==> src/rtl/aq_pmp_chk_arb_if.sv <==
// Request, grant, response and PMP-check signals of the shared PMP check port.
// The arbiter uses the slave modport; requesters and the PMP checker form the master side.
interface aq_pmp_chk_arb_if;
    logic        ifu_arb_req;
    logic        lsu_arb_req;
    logic        ptw_arb_req;
    logic [27:0] ifu_arb_pa;
    logic [27:0] lsu_arb_pa;
    logic [27:0] ptw_arb_pa;
    logic [1:0]  ifu_arb_priv_mode;
    logic [1:0]  lsu_arb_priv_mode;
    logic [1:0]  ptw_arb_priv_mode;
    logic        ifu_arb_chk1;
    logic        lsu_arb_chk1;
    logic        ptw_arb_chk1;
    logic        arb_ifu_gnt;
    logic        arb_lsu_gnt;
    logic        arb_ptw_gnt;
    logic        arb_ifu_resp_vld;
    logic        arb_lsu_resp_vld;
    logic        arb_ptw_resp_vld;
    logic [3:0]  arb_resp_flg;
    logic        arb_resp_napot_cross;
    logic [27:0] arb_pmp_pa;
    logic [1:0]  arb_pmp_priv_mode;
    logic        arb_pmp_chk1;
    logic [3:0]  pmp_arb_flg;
    logic        pmp_arb_napot_cross;
    logic        cp0_pmp_wreg;
    logic [11:0] cp0_pmp_addr;
    logic        arb_busy;

    modport slave (
        input  ifu_arb_req, lsu_arb_req, ptw_arb_req,
        input  ifu_arb_pa, lsu_arb_pa, ptw_arb_pa,
        input  ifu_arb_priv_mode, lsu_arb_priv_mode, ptw_arb_priv_mode,
        input  ifu_arb_chk1, lsu_arb_chk1, ptw_arb_chk1,
        input  pmp_arb_flg, pmp_arb_napot_cross, cp0_pmp_wreg, cp0_pmp_addr,
        output arb_ifu_gnt, arb_lsu_gnt, arb_ptw_gnt,
        output arb_ifu_resp_vld, arb_lsu_resp_vld, arb_ptw_resp_vld,
        output arb_resp_flg, arb_resp_napot_cross,
        output arb_pmp_pa, arb_pmp_priv_mode, arb_pmp_chk1, arb_busy
    );

    modport master (
        output ifu_arb_req, lsu_arb_req, ptw_arb_req,
        output ifu_arb_pa, lsu_arb_pa, ptw_arb_pa,
        output ifu_arb_priv_mode, lsu_arb_priv_mode, ptw_arb_priv_mode,
        output ifu_arb_chk1, lsu_arb_chk1, ptw_arb_chk1,
        output pmp_arb_flg, pmp_arb_napot_cross, cp0_pmp_wreg, cp0_pmp_addr,
        input  arb_ifu_gnt, arb_lsu_gnt, arb_ptw_gnt,
        input  arb_ifu_resp_vld, arb_lsu_resp_vld, arb_ptw_resp_vld,
        input  arb_resp_flg, arb_resp_napot_cross,
        input  arb_pmp_pa, arb_pmp_priv_mode, arb_pmp_chk1, arb_busy
    );
endinterface

==> src/rtl/aq_pmp_chk_arb.sv <==
// Arbiter for the shared PMP check port: ptw-priority with starvation relief,
// ifu/lsu round robin, and a fence around PMP CSR writes.
module aq_pmp_chk_arb #(
    parameter int unsigned STARVE_MAX = 4
) (
    input  logic            forever_cpuclk,
    input  logic            cpurst,
    aq_pmp_chk_arb_if.slave bus
);
    localparam int IFU = 0;
    localparam int LSU = 1;
    localparam int PTW = 2;
    localparam logic [3:0] STARVE_LIM = 4'(STARVE_MAX);

    typedef enum logic {ST_ARB = 1'b0, ST_FENCE = 1'b1} state_t;

    state_t      state_reg, state_next;
    logic        rr_ptr_reg, rr_ptr_next;
    logic [3:0]  starve_cnt_reg, starve_cnt_next;
    logic [2:0]  resp_vld_reg;
    logic [3:0]  resp_flg_reg;
    logic        resp_napot_reg;
    logic [2:0]  req;
    logic [2:0]  gnt;
    logic [2:0]  resp_vld;
    logic        pmp_wr;
    logic        other_req;
    logic        force_slot;
    logic        rr_pick_lsu;

    assign req = {bus.ptw_arb_req, bus.lsu_arb_req, bus.ifu_arb_req};
    assign other_req = req[IFU] | req[LSU];
    assign pmp_wr = bus.cp0_pmp_wreg &&
                    (bus.cp0_pmp_addr == 12'h3A0 || bus.cp0_pmp_addr == 12'h3A2 ||
                     bus.cp0_pmp_addr[11:4] == 8'h3B);

    always_comb begin
        state_next = state_reg;
        case (state_reg)
            ST_ARB:   if (pmp_wr) state_next = ST_FENCE;
            ST_FENCE: state_next = pmp_wr ? ST_FENCE : ST_ARB;
            default:  state_next = ST_ARB;
        endcase
    end

    // ptw wins unless ifu/lsu have been passed over STARVE_MAX times in a row
    always_comb begin
        gnt         = 3'b000;
        force_slot  = (starve_cnt_reg == STARVE_LIM) && other_req;
        rr_pick_lsu = req[LSU] && (rr_ptr_reg || !req[IFU]);
        if (state_reg == ST_ARB && !pmp_wr && !cpurst) begin
            if (req[PTW] && !force_slot) gnt[PTW] = 1'b1;
            else if (rr_pick_lsu)        gnt[LSU] = 1'b1;
            else if (req[IFU])           gnt[IFU] = 1'b1;
        end
    end

    always_comb begin
        rr_ptr_next     = rr_ptr_reg;
        starve_cnt_next = starve_cnt_reg;
        if (gnt[IFU]) rr_ptr_next = 1'b1;
        if (gnt[LSU]) rr_ptr_next = 1'b0;
        if (gnt[IFU] || gnt[LSU]) begin
            starve_cnt_next = 4'd0;
        end else if (gnt[PTW]) begin
            if (!other_req)                        starve_cnt_next = 4'd0;
            else if (starve_cnt_reg != STARVE_LIM) starve_cnt_next = starve_cnt_reg + 4'd1;
        end
    end

    always_ff @(posedge forever_cpuclk) begin
        if (cpurst) begin
            state_reg      <= ST_ARB;
            rr_ptr_reg     <= 1'b0;
            starve_cnt_reg <= 4'd0;
            resp_vld_reg   <= 3'b000;
            resp_flg_reg   <= 4'd0;
            resp_napot_reg <= 1'b0;
        end else begin
            state_reg      <= state_next;
            rr_ptr_reg     <= rr_ptr_next;
            starve_cnt_reg <= starve_cnt_next;
            resp_vld_reg   <= gnt;
            if (|gnt) begin
                resp_flg_reg   <= bus.pmp_arb_flg;
                resp_napot_reg <= bus.pmp_arb_napot_cross;
            end
        end
    end

    // A response in flight is suppressed the moment reset is asserted
    for (genvar gi = 0; gi < 3; gi++) begin : g_resp
        assign resp_vld[gi] = resp_vld_reg[gi] & ~cpurst;
    end

    always_comb begin
        bus.arb_pmp_pa        = bus.ptw_arb_pa;
        bus.arb_pmp_priv_mode = bus.ptw_arb_priv_mode;
        bus.arb_pmp_chk1      = bus.ptw_arb_chk1;
        if (gnt[IFU]) begin
            bus.arb_pmp_pa        = bus.ifu_arb_pa;
            bus.arb_pmp_priv_mode = bus.ifu_arb_priv_mode;
            bus.arb_pmp_chk1      = bus.ifu_arb_chk1;
        end else if (gnt[LSU]) begin
            bus.arb_pmp_pa        = bus.lsu_arb_pa;
            bus.arb_pmp_priv_mode = bus.lsu_arb_priv_mode;
            bus.arb_pmp_chk1      = bus.lsu_arb_chk1;
        end
    end

    assign bus.arb_ifu_gnt          = gnt[IFU];
    assign bus.arb_lsu_gnt          = gnt[LSU];
    assign bus.arb_ptw_gnt          = gnt[PTW];
    assign bus.arb_ifu_resp_vld     = resp_vld[IFU];
    assign bus.arb_lsu_resp_vld     = resp_vld[LSU];
    assign bus.arb_ptw_resp_vld     = resp_vld[PTW];
    assign bus.arb_resp_flg         = resp_flg_reg;
    assign bus.arb_resp_napot_cross = resp_napot_reg;
    assign bus.arb_busy             = !cpurst && ((|gnt) || state_reg == ST_FENCE || pmp_wr);
endmodule

==> src/flat_wrapper.sv <==
// flat-port wrapper written by rule: the top's interface ports become plain ports
module aq_pmp_chk_arb_flat 
#(
    parameter int unsigned STARVE_MAX = 4
)
  (forever_cpuclk, cpurst, bus_ifu_arb_req, bus_lsu_arb_req, bus_ptw_arb_req, bus_ifu_arb_pa, bus_lsu_arb_pa, bus_ptw_arb_pa, bus_ifu_arb_priv_mode, bus_lsu_arb_priv_mode, bus_ptw_arb_priv_mode, bus_ifu_arb_chk1, bus_lsu_arb_chk1, bus_ptw_arb_chk1, bus_pmp_arb_flg, bus_pmp_arb_napot_cross, bus_cp0_pmp_wreg, bus_cp0_pmp_addr, bus_arb_ifu_gnt, bus_arb_lsu_gnt, bus_arb_ptw_gnt, bus_arb_ifu_resp_vld, bus_arb_lsu_resp_vld, bus_arb_ptw_resp_vld, bus_arb_resp_flg, bus_arb_resp_napot_cross, bus_arb_pmp_pa, bus_arb_pmp_priv_mode, bus_arb_pmp_chk1, bus_arb_busy);
  aq_pmp_chk_arb_if bus_i ();
  input  logic forever_cpuclk;
  input  logic cpurst;
  input wire logic [$bits(bus_i.ifu_arb_req)-1:0] bus_ifu_arb_req;
  input wire logic [$bits(bus_i.lsu_arb_req)-1:0] bus_lsu_arb_req;
  input wire logic [$bits(bus_i.ptw_arb_req)-1:0] bus_ptw_arb_req;
  input wire logic [$bits(bus_i.ifu_arb_pa)-1:0] bus_ifu_arb_pa;
  input wire logic [$bits(bus_i.lsu_arb_pa)-1:0] bus_lsu_arb_pa;
  input wire logic [$bits(bus_i.ptw_arb_pa)-1:0] bus_ptw_arb_pa;
  input wire logic [$bits(bus_i.ifu_arb_priv_mode)-1:0] bus_ifu_arb_priv_mode;
  input wire logic [$bits(bus_i.lsu_arb_priv_mode)-1:0] bus_lsu_arb_priv_mode;
  input wire logic [$bits(bus_i.ptw_arb_priv_mode)-1:0] bus_ptw_arb_priv_mode;
  input wire logic [$bits(bus_i.ifu_arb_chk1)-1:0] bus_ifu_arb_chk1;
  input wire logic [$bits(bus_i.lsu_arb_chk1)-1:0] bus_lsu_arb_chk1;
  input wire logic [$bits(bus_i.ptw_arb_chk1)-1:0] bus_ptw_arb_chk1;
  input wire logic [$bits(bus_i.pmp_arb_flg)-1:0] bus_pmp_arb_flg;
  input wire logic [$bits(bus_i.pmp_arb_napot_cross)-1:0] bus_pmp_arb_napot_cross;
  input wire logic [$bits(bus_i.cp0_pmp_wreg)-1:0] bus_cp0_pmp_wreg;
  input wire logic [$bits(bus_i.cp0_pmp_addr)-1:0] bus_cp0_pmp_addr;
  output wire logic [$bits(bus_i.arb_ifu_gnt)-1:0] bus_arb_ifu_gnt;
  output wire logic [$bits(bus_i.arb_lsu_gnt)-1:0] bus_arb_lsu_gnt;
  output wire logic [$bits(bus_i.arb_ptw_gnt)-1:0] bus_arb_ptw_gnt;
  output wire logic [$bits(bus_i.arb_ifu_resp_vld)-1:0] bus_arb_ifu_resp_vld;
  output wire logic [$bits(bus_i.arb_lsu_resp_vld)-1:0] bus_arb_lsu_resp_vld;
  output wire logic [$bits(bus_i.arb_ptw_resp_vld)-1:0] bus_arb_ptw_resp_vld;
  output wire logic [$bits(bus_i.arb_resp_flg)-1:0] bus_arb_resp_flg;
  output wire logic [$bits(bus_i.arb_resp_napot_cross)-1:0] bus_arb_resp_napot_cross;
  output wire logic [$bits(bus_i.arb_pmp_pa)-1:0] bus_arb_pmp_pa;
  output wire logic [$bits(bus_i.arb_pmp_priv_mode)-1:0] bus_arb_pmp_priv_mode;
  output wire logic [$bits(bus_i.arb_pmp_chk1)-1:0] bus_arb_pmp_chk1;
  output wire logic [$bits(bus_i.arb_busy)-1:0] bus_arb_busy;
  assign bus_i.ifu_arb_req = bus_ifu_arb_req;
  assign bus_i.lsu_arb_req = bus_lsu_arb_req;
  assign bus_i.ptw_arb_req = bus_ptw_arb_req;
  assign bus_i.ifu_arb_pa = bus_ifu_arb_pa;
  assign bus_i.lsu_arb_pa = bus_lsu_arb_pa;
  assign bus_i.ptw_arb_pa = bus_ptw_arb_pa;
  assign bus_i.ifu_arb_priv_mode = bus_ifu_arb_priv_mode;
  assign bus_i.lsu_arb_priv_mode = bus_lsu_arb_priv_mode;
  assign bus_i.ptw_arb_priv_mode = bus_ptw_arb_priv_mode;
  assign bus_i.ifu_arb_chk1 = bus_ifu_arb_chk1;
  assign bus_i.lsu_arb_chk1 = bus_lsu_arb_chk1;
  assign bus_i.ptw_arb_chk1 = bus_ptw_arb_chk1;
  assign bus_i.pmp_arb_flg = bus_pmp_arb_flg;
  assign bus_i.pmp_arb_napot_cross = bus_pmp_arb_napot_cross;
  assign bus_i.cp0_pmp_wreg = bus_cp0_pmp_wreg;
  assign bus_i.cp0_pmp_addr = bus_cp0_pmp_addr;
  assign bus_arb_ifu_gnt = bus_i.arb_ifu_gnt;
  assign bus_arb_lsu_gnt = bus_i.arb_lsu_gnt;
  assign bus_arb_ptw_gnt = bus_i.arb_ptw_gnt;
  assign bus_arb_ifu_resp_vld = bus_i.arb_ifu_resp_vld;
  assign bus_arb_lsu_resp_vld = bus_i.arb_lsu_resp_vld;
  assign bus_arb_ptw_resp_vld = bus_i.arb_ptw_resp_vld;
  assign bus_arb_resp_flg = bus_i.arb_resp_flg;
  assign bus_arb_resp_napot_cross = bus_i.arb_resp_napot_cross;
  assign bus_arb_pmp_pa = bus_i.arb_pmp_pa;
  assign bus_arb_pmp_priv_mode = bus_i.arb_pmp_priv_mode;
  assign bus_arb_pmp_chk1 = bus_i.arb_pmp_chk1;
  assign bus_arb_busy = bus_i.arb_busy;
  aq_pmp_chk_arb #(.STARVE_MAX(STARVE_MAX)) u_core (.forever_cpuclk(forever_cpuclk), .cpurst(cpurst), .bus(bus_i));
endmodule
==> config.mk <==
export PLATFORM = sky130hd
export DESIGN_NAME = aq_pmp_chk_arb_flat
export DESIGN_NICKNAME = d
export VERILOG_FILES = /design/src/rtl/aq_pmp_chk_arb_if.sv /design/src/rtl/aq_pmp_chk_arb.sv /design/src/flat_wrapper.sv
export SDC_FILE = /design/constraint.sdc
export NUM_CORES = 1
export LEC_CHECK = 0
export BUFFER_PORTS_ARGS = -buffer_cell sky130_fd_sc_hd__buf_2
export CORE_AREA = 4 4 84 86
export DETAILED_ROUTE_END_ITERATION = 8
export DIE_AREA = 0 0 88 90
export GPL_ROUTABILITY_DRIVEN = 0
export PLACE_DENSITY = 0.73
export SETUP_SLACK_MARGIN = 0.1
export SYNTH_ARGS = -nofsm -noshare
export SYNTH_HDL_FRONTEND = slang
export SYNTH_SLANG_ARGS = --single-unit
==> constraint.sdc <==
create_clock -name forever_cpuclk -period 1.9 [get_ports forever_cpuclk]
set_input_delay 0.285 -clock forever_cpuclk [delete_from_list [all_inputs] [get_ports forever_cpuclk]]
set_output_delay 0.285 -clock forever_cpuclk [all_outputs]
set_load 0.02 [all_outputs]
# Word level (Yosys, flattened, before mapping)
# Index checks and enable logic that the tools add are counted.
# totals
register_bits	14
word_cells	55
# op_classes
add_sub_neg	1
n_eq_ne	6
muxes	15
bitwise	6
n_reduce_logical	21
# op_table
cell	n
28-bit two-way mux	2
12-bit by 10-bit equality test with 1-bit output, second input constant	2
8-bit by 6-bit equality test with 1-bit output, second input constant	1
4-bit two-way mux	2
1-bit logical AND	7
1-bit two-way mux	7
1-bit logical OR	6
2-bit two-way mux	3
4-bit by 1-bit adder with 4-bit output, second input constant	1
4-bit by 3-bit equality test with 1-bit output, second input constant	1
1-bit logical NOT	4
4-bit by 3-bit != test with 1-bit output, second input constant	1
2-bit OR reduction	2
1-bit AND	3
3-bit two-way mux	1
3-bit OR reduction	1
2-bit != test, second input constant	1
1-bit NOT	2
2-bit AND reduction	1
1-bit OR	1

# Logic depth before layout (Yosys ltp)
# Gate-level depths: netlist (run 1).
# depth
word_depth	12
mapped_depth	8

# Least setup slack after synthesis (run 1)
# No wires, ideal clock.
# synth_timing
kind	register to output
from	reg u_core.starve_cnt_reg[0]
to	out bus_arb_pmp_pa[19]
t_arrival_ps	2065
required_ps	1615
setup_slack_ps	-450
stages_incl_launch_ff	9
cell_sequence	dfxtp_1 -> inv_1 -> ha_1 -> and3b_1 -> o221ai_2 -> buf_2 -> buf_1 -> o31ai_1 -> a31oi_1
# synth_via
elab_chain_cells	8
# synth_rtl
element	line	source
start, declared	aq_pmp_chk_arb.sv:19	logic [3:0] starve_cnt_reg, starve_cnt_next;
start signal, assigned	aq_pmp_chk_arb.sv:82	starve_cnt_reg <= starve_cnt_next;
4-bit by 3-bit equality test with 1-bit output (*)	aq_pmp_chk_arb.sv:49	force_slot = (starve_cnt_reg == STARVE_LIM) && other_req;
1-bit logical AND (*)	aq_pmp_chk_arb.sv:49	
1-bit logical NOT (*)	aq_pmp_chk_arb.sv:52	if (req[PTW] && !force_slot) gnt[PTW] = 1'b1;
1-bit logical AND (*)	aq_pmp_chk_arb.sv:52	
2-bit two-way mux (*)	aq_pmp_chk_arb.sv:52	
3-bit two-way mux (*)	aq_pmp_chk_arb.sv:51	if (state_reg == ST_ARB && !pmp_wr && !cpurst) begin
28-bit two-way mux	aq_pmp_chk_arb.sv:104	end else if (gnt[LSU]) begin
28-bit two-way mux (*)	aq_pmp_chk_arb.sv:100	if (gnt[IFU]) begin
end, declared	flat_wrapper.sv:34	output wire logic [$bits(bus_i.arb_pmp_pa)-1:0] bus_arb_pmp_pa;
# Every way passes the cells marked *; elsewhere a longest branch is shown, timed or not.

# Worst setup path in the final report (run 1)
# layout_timing
from	reg u_core.starve_cnt_reg[0]
to	out bus_arb_pmp_pa[12]
# Same word-level chain as after synthesis.

==> reports/qor.yml, run 1 <==
outcome:
  status: "complete, but fails checks"
  violations: "negative setup slack"
finish:
  syn_to_final_growth_pct: 146
  antenna_cells: 0
  utilization: 0.732
  n_fill_cell: 455
  num-nets-final: 609
  drive_gt1_frac: 0.724
synth:
  synth_top_area_cell: "or4b_1"
  ys_types: 38
  syn_avg_cell_area_um2: 7.58
  ys_ff_latch: 14
  netlist_instances: 246
  synth_area_um2: 1870
  syn_nets: 364
  ys.flop_type: "dfxtp_1"
  synth.top_cell.area_share: 0.166
  synth_edf_count: 0
  synth_area_leaders: "or4b_1 (17%), o31ai_1 (15%), dfxtp_1 (15%)"
  async_reset_ff_frac: 0
  yosys_warnings: 0
  yosysSeqAreaShare: 0.150
global_routing:
  grt_start_max_net_pins: 32
  grt_pass1_vias: 3296
  grt_pass1_wl_mm: 15.5
  gr-usage-all-layers: 0.236
  antenna_found_initial: 0
  overflow: 0
critical_path:
  crit_arrival_ps: 2250
  rr_endpoint: "u_core.rr_ptr_reg$_SDFFE_PP0P_"
  critPathRequiredTime_ps: 1620
  crit_fanout: 27
  startpoint: "u_core.starve_cnt_reg[0]$_SDFFE_PP0P_"
  startpoint_type: "register"
  ff2ff_setup_slack_ps: -70
  reg2reg_from: "u_core.starve_cnt_reg[0]$_SDFFE_PP0P_"
  worst-setup-path-type: "reg -> out"
  worstSetupEndpointType: "output pin"
  worstRegToRegCells: 8
  endpoint: "bus_arb_pmp_pa[12]"
route:
  drc: 0
  antenna_left: 0
  wl_mm: 10.2
  num_vias: 3187
  post_drt_wl_per_cell_um: 18.0
  first_pass_iters: 4
  drtIter0Drc: 97
  via_per_inst: 5.62
clock_tree:
  cts_root_buffer: "clkbuf_8"
  clk_pin_slew_ps: 60
  hold_buffers: 0
  htree_levels: 1
  numClockSinks: 14
  insertion_delay_ps: 250
  cts_buffer_depth: 2
  cts_tree: "done"
  cts_buffers: 3
floorplan:
  rows: 29
  die_x_um: 88
  die_y_um: 90
  ios: 159
  initial_core_util: 0.297
  core-area_um2: 6280
  die_area_um2: 7920
timing:
  maxSlewViolCount: 0
  hold_violations: 0
  period_share: 1.33
  clock_skew_ps: 0.533
  setup_viol: 35
  fmax_mhz: 395
  tightest_slew_ps: 456
  fin_ws_ps: -632
  finalSetupTns_ps: -19100
  period_needed_ps: 2530
  slew_headroom: 0.693
  whs_ps: 292
  rsz0062_at_grt: "true"
pwr:
  p_per_area_nw_per_um2: 334
  p_leak_nw: 2.00
  max-vdd-ir-drop_v: 0.000414
run:
  cap_violations: 0
hold_path:
  min_path_type: "in -> reg"
placement:
  io_buffers: 157
  dp_hpwl_mm: 7.03
-- how the worst min path moves through the flow --
stage	to	cells after the start	slack (ps)	startpoint
after global placement	u_core.bus.arb_resp_flg[1]$_SDFFE_PP0P_	2	450	u_core.bus.arb_resp_flg[1]$_SDFFE_PP0P_
final	u_core.bus.arb_resp_flg[0]$_SDFFE_PP0P_	3	290	bus_pmp_arb_flg[0]
after detailed placement	u_core.bus.arb_resp_napot_cross$_SDFFE_PP0P_	2	460	u_core.bus.arb_resp_napot_cross$_SDFFE_PP0P_
after CTS	u_core.bus.arb_resp_flg[0]$_SDFFE_PP0P_	3	290	bus_pmp_arb_flg[0]
after floorplan	u_core.starve_cnt_reg[1]$_SDFFE_PP0P_	1	380	cpurst
after global routing	u_core.bus.arb_resp_napot_cross$_SDFFE_PP0P_	3	300	bus_pmp_arb_napot_cross
-- cells in the mapped netlist, types with 3 or more instances --
master	n
nand4_1	5
inv_1	7
buf_6	5
buf_2	12
buf_1	3
a21oi_1	8
o41ai_1	3
a31oi_1	31
nor4_1	31
o31ai_1	38
nor3_1	8
nor2_1	4
or4b_1	31
clkbuf_1	18
nor2b_1	3
dfxtp_1	14
-- power breakdown --
part           switching [mW]  internal [mW]  total, mW
sequential            0.00579          0.305      0.311
clock                   0.112          0.184      0.296
combinational           0.429          0.498      0.927
-- worst max-delay path: stages, from the launching register on --
cell	delay (ps)
dfxtp_2	320
inv_2	70
ha_4	140
and3b_2	220
o221ai_4	160
buf_12	200
or4b_4	520
a31oi_4	210
buf_6	140
-- per-stage QoR --
stage,instances,setup slack [ps],total power [mW],area [um^2]
2_1_floorplan,246,-222,0.721,2340
3_3_place_gp,544,-395,1.06,3910
3_5_place_dp,544,-439,1.08,3910
4_1_cts,559,-629,1.48,4360
5_1_grt,567,-678,1.60,4600
6_report,567,-632,1.53,4600
-- layout make-up --
| type | count | area (um^2) | share of cell area |
|---|---|---|---|
| clock buffer | 4 | 55.1 | 0.0120 |
| sequential | 14 | 283 | 0.0615 |
| multi-input combinational | 185 | 2000 | 0.435 |
| inverter | 9 | 46.3 | 0.0101 |
| tap | 77 | 96.3 | 0.0210 |
| timing repair buffer | 278 | 2120 | 0.461 |
-- layout by cell type (no fill, tap or decap), types with 2 or more instances in the layout --
cell,instances
clkbuf_16,2
nand3_1,2
a21oi_1,8
dfxtp_1,12
o41ai_1,2
nor2_1,3
o31ai_1,38
nor2b_1,3
a31oi_4,29
buf_8,4
clkbuf_8,4
inv_1,5
a31oi_1,2
nand4_1,5
dfxtp_2,2
or4b_1,9
inv_2,3
or4b_4,23
buf_4,103
buf_2,122
buf_12,9
buf_6,37
nor3_1,4
nor3_4,3
nor4_1,31
-- kinds of logic (layout without fill, tap and decap cells) --
| kind of cell | Yosys count | after routing | share of synthesized area |
|---|---|---|---|
| compound gates | 89 | 89 | 0.338 |
| buf+inv | 47 | 291 | 0.123 |
| flops | 14 | 14 | 0.150 |
| simple gates | 94 | 94 | 0.376 |
| fa+ha+maj | 2 | 2 | 0.0134 |
-- metal layers --
layer / track usage / vias up / wire length, um
met5: 0 / - / 0
met4: 0.0793 / 0 / 243
met3: 0.0393 / 23 / 675
met2: 0.437 / 141 / 5470
met1: 0.266 / 1496 / 3840
li1: - / 1527 / -
-- timing repair --
item | in CTS | in global routing
resized for setup | 89 | 34
endpoints found under the setup margin | 36 | 40
pin swaps | 10 | 7
buffers inserted | 10 | 7
cloned | 1 | 2
Power figures use the tool's default switching activity.
==> run 2: changes to the inputs <==
- CELL_PAD_IN_SITES_DETAIL_PLACEMENT: not set -> 1
- CELL_PAD_IN_SITES_GLOBAL_PLACEMENT: not set -> 2
- CORE_AREA: 4 4 84 86 -> 4 4 110 112
- DIE_AREA: 0 0 88 90 -> 0 0 114 116
- PLACE_DENSITY: 0.73 -> 0.83
==> run 2 against run 1 <==
Combinational power grew 1%. Fmax shrank 1.6%. The flow still finishes with violations (negative setup slack). First-iteration DRC count shrank 11%. Largest power group unchanged. Total power grew 12%. Global-route usage shrank 6.9 points. Utilization shrank 31 points.
==> reports/qor.yml, run 2 (synthesis results as in run 1) <==
route:
  num_vias: 3170
  antenna_left: 0
  wl_mm: 11.7
  first_pass_iters: 4
  via_per_inst: 5.02
  drc: 0
  post_drt_wl_per_cell_um: 18.6
  drtIter0Drc: 86
global_routing:
  grt_pass1_wl_mm: 17.8
  gr-usage-all-layers: 0.167
  overflow: 0
  antenna_found_initial: 0
  grt_start_max_net_pins: 42
  grt_pass1_vias: 3484
floorplan:
  die_x_um: 114
  die_y_um: 116
  initial_core_util: 0.166
  die_area_um2: 13200
  ios: 159
  core-area_um2: 11200
  rows: 39
critical_path:
  crit_fanout: 17
  crit_arrival_ps: 2290
  reg2reg_from: "u_core.starve_cnt_reg[0]$_SDFFE_PP0P_"
  worstSetupEndpointType: "output pin"
  startpoint_type: "register"
  ff2ff_setup_slack_ps: -140
  worst-setup-path-type: "reg -> out"
  critPathRequiredTime_ps: 1620
  startpoint: "u_core.starve_cnt_reg[0]$_SDFFE_PP0P_"
finish:
  final_cell_mix: "buf_2 (121), buf_4 (105), buf_6 (35), o31ai_1 (31), nor4_1 (30)"
  instances_no_fill: 632
  fin_area_um2: 4780
  drive_gt1_frac: 0.751
  syn_to_final_growth_pct: 156
  num-nets-final: 608
  final_common_cell: "buf_2"
  antenna_cells: 0
clock_tree:
  cts_buffer_depth: 2
  cts_buffers: 3
  numClockSinks: 14
  clk_pin_slew_ps: 50
  cts_root_buffer: "clkbuf_16"
  cts_tree: "done"
  insertion_delay_ps: 250
  hold_buffers: 0
  htree_levels: 1
timing:
  clock_skew_ps: 2.40
  rsz0062_at_grt: "true"
  fmax_mhz: 389
  period_needed_ps: 2570
  setup_viol: 36
  fin_ws_ps: -673
  hold_violations: 0
  tightest_slew_ps: 431
  maxSlewViolCount: 0
  period_share: 1.35
  whs_ps: 298
  slew_headroom: 0.710
pwr:
  max-vdd-ir-drop_v: 0.000439
  switching_share: 0.342
  seq_power_share: 0.182
  combPwrFrac: 0.550
  p_leak_nw: 2.03
  internal_power_mw: 1.13
  switchingPower_mw: 0.585
  p_per_area_nw_per_um2: 358
  power_frac_clock: 0.268
hold_path:
  hp-start: "bus_pmp_arb_flg[3]"
  min_path_type: "in -> reg"
placement:
  io_buffers: 157
  place_ws_ps: -458
  place_inst: 605
  placed_area_um2: 3940
  dp_hpwl_mm: 8.06
run:
  cap_violations: 0
outcome:
  status: "complete, but fails checks"
  violations: "negative setup slack"
## run 2: metrics by stage
step                      total power [mW]  utilization  setup TNS [ps]
after global placement                1.07        0.351          -11540
after CTS                             1.69        0.418          -20300
final                                 1.71        0.426          -20720
after global routing                  1.78        0.426          -23140
after floorplan                      0.721            -           -6430
after detailed placement              1.09        0.351          -12500
## run 2: repair_timing
item,4_1_cts,5_1_grt
endpoints found under the setup margin,37,42
gates resized for setup,116,23
gates cloned,4,1
setup buffers,17,8
endpoints found under the hold margin,0,0
pin swaps,7,14
## run 2: layout make-up
class	count	area, um^2
fill	1317	6450
timing repair buffer	277	2120
multi-input combinational	185	2060
sequential	14	283
tap	143	179
clock buffer	4	88.8
inverter	9	46.3
## run 2: critical path, stage by stage, from the launching register on
cell      delay, ps
dfxtp_2         330
inv_2            80
ha_4            130
and3b_2         230
o221ai_4        180
buf_12          200
or4b_1          520
a31oi_4         220
buf_6           140
## run 2: power by group through the flow
stage | clock, mW | sequential, mW | combinational (mW)
after floorplan | 0 | 0.324 | 0.398
after global placement | 0 | 0.317 | 0.751
after detailed placement | 0 | 0.317 | 0.770
after CTS | 0.459 | 0.311 | 0.916
after global routing | 0.469 | 0.313 | 0.999
final | 0.458 | 0.312 | 0.940
## run 2: metal layers
metal,wire (um),track usage,up-vias
met5,0,0,-
met3,668,0.0329,12
met4,125,0.0333,0
met1,4470,0.186,1531
met2,6470,0.327,99
li1,-,-,1528
## run 2: worst paths after layout
| kind | to | cells after the start |
|---|---|---|
| worst max-delay path | bus_arb_pmp_pa[15] | 8 |
| worst min register to register | u_core.bus.arb_resp_napot_cross$_SDFFE_PP0P_ | 2 |
| worst min-delay path | u_core.bus.arb_resp_flg[3]$_SDFFE_PP0P_ | 3 |
| worst max register to register | u_core.starve_cnt_reg[1]$_SDFFE_PP0P_ | 9 |
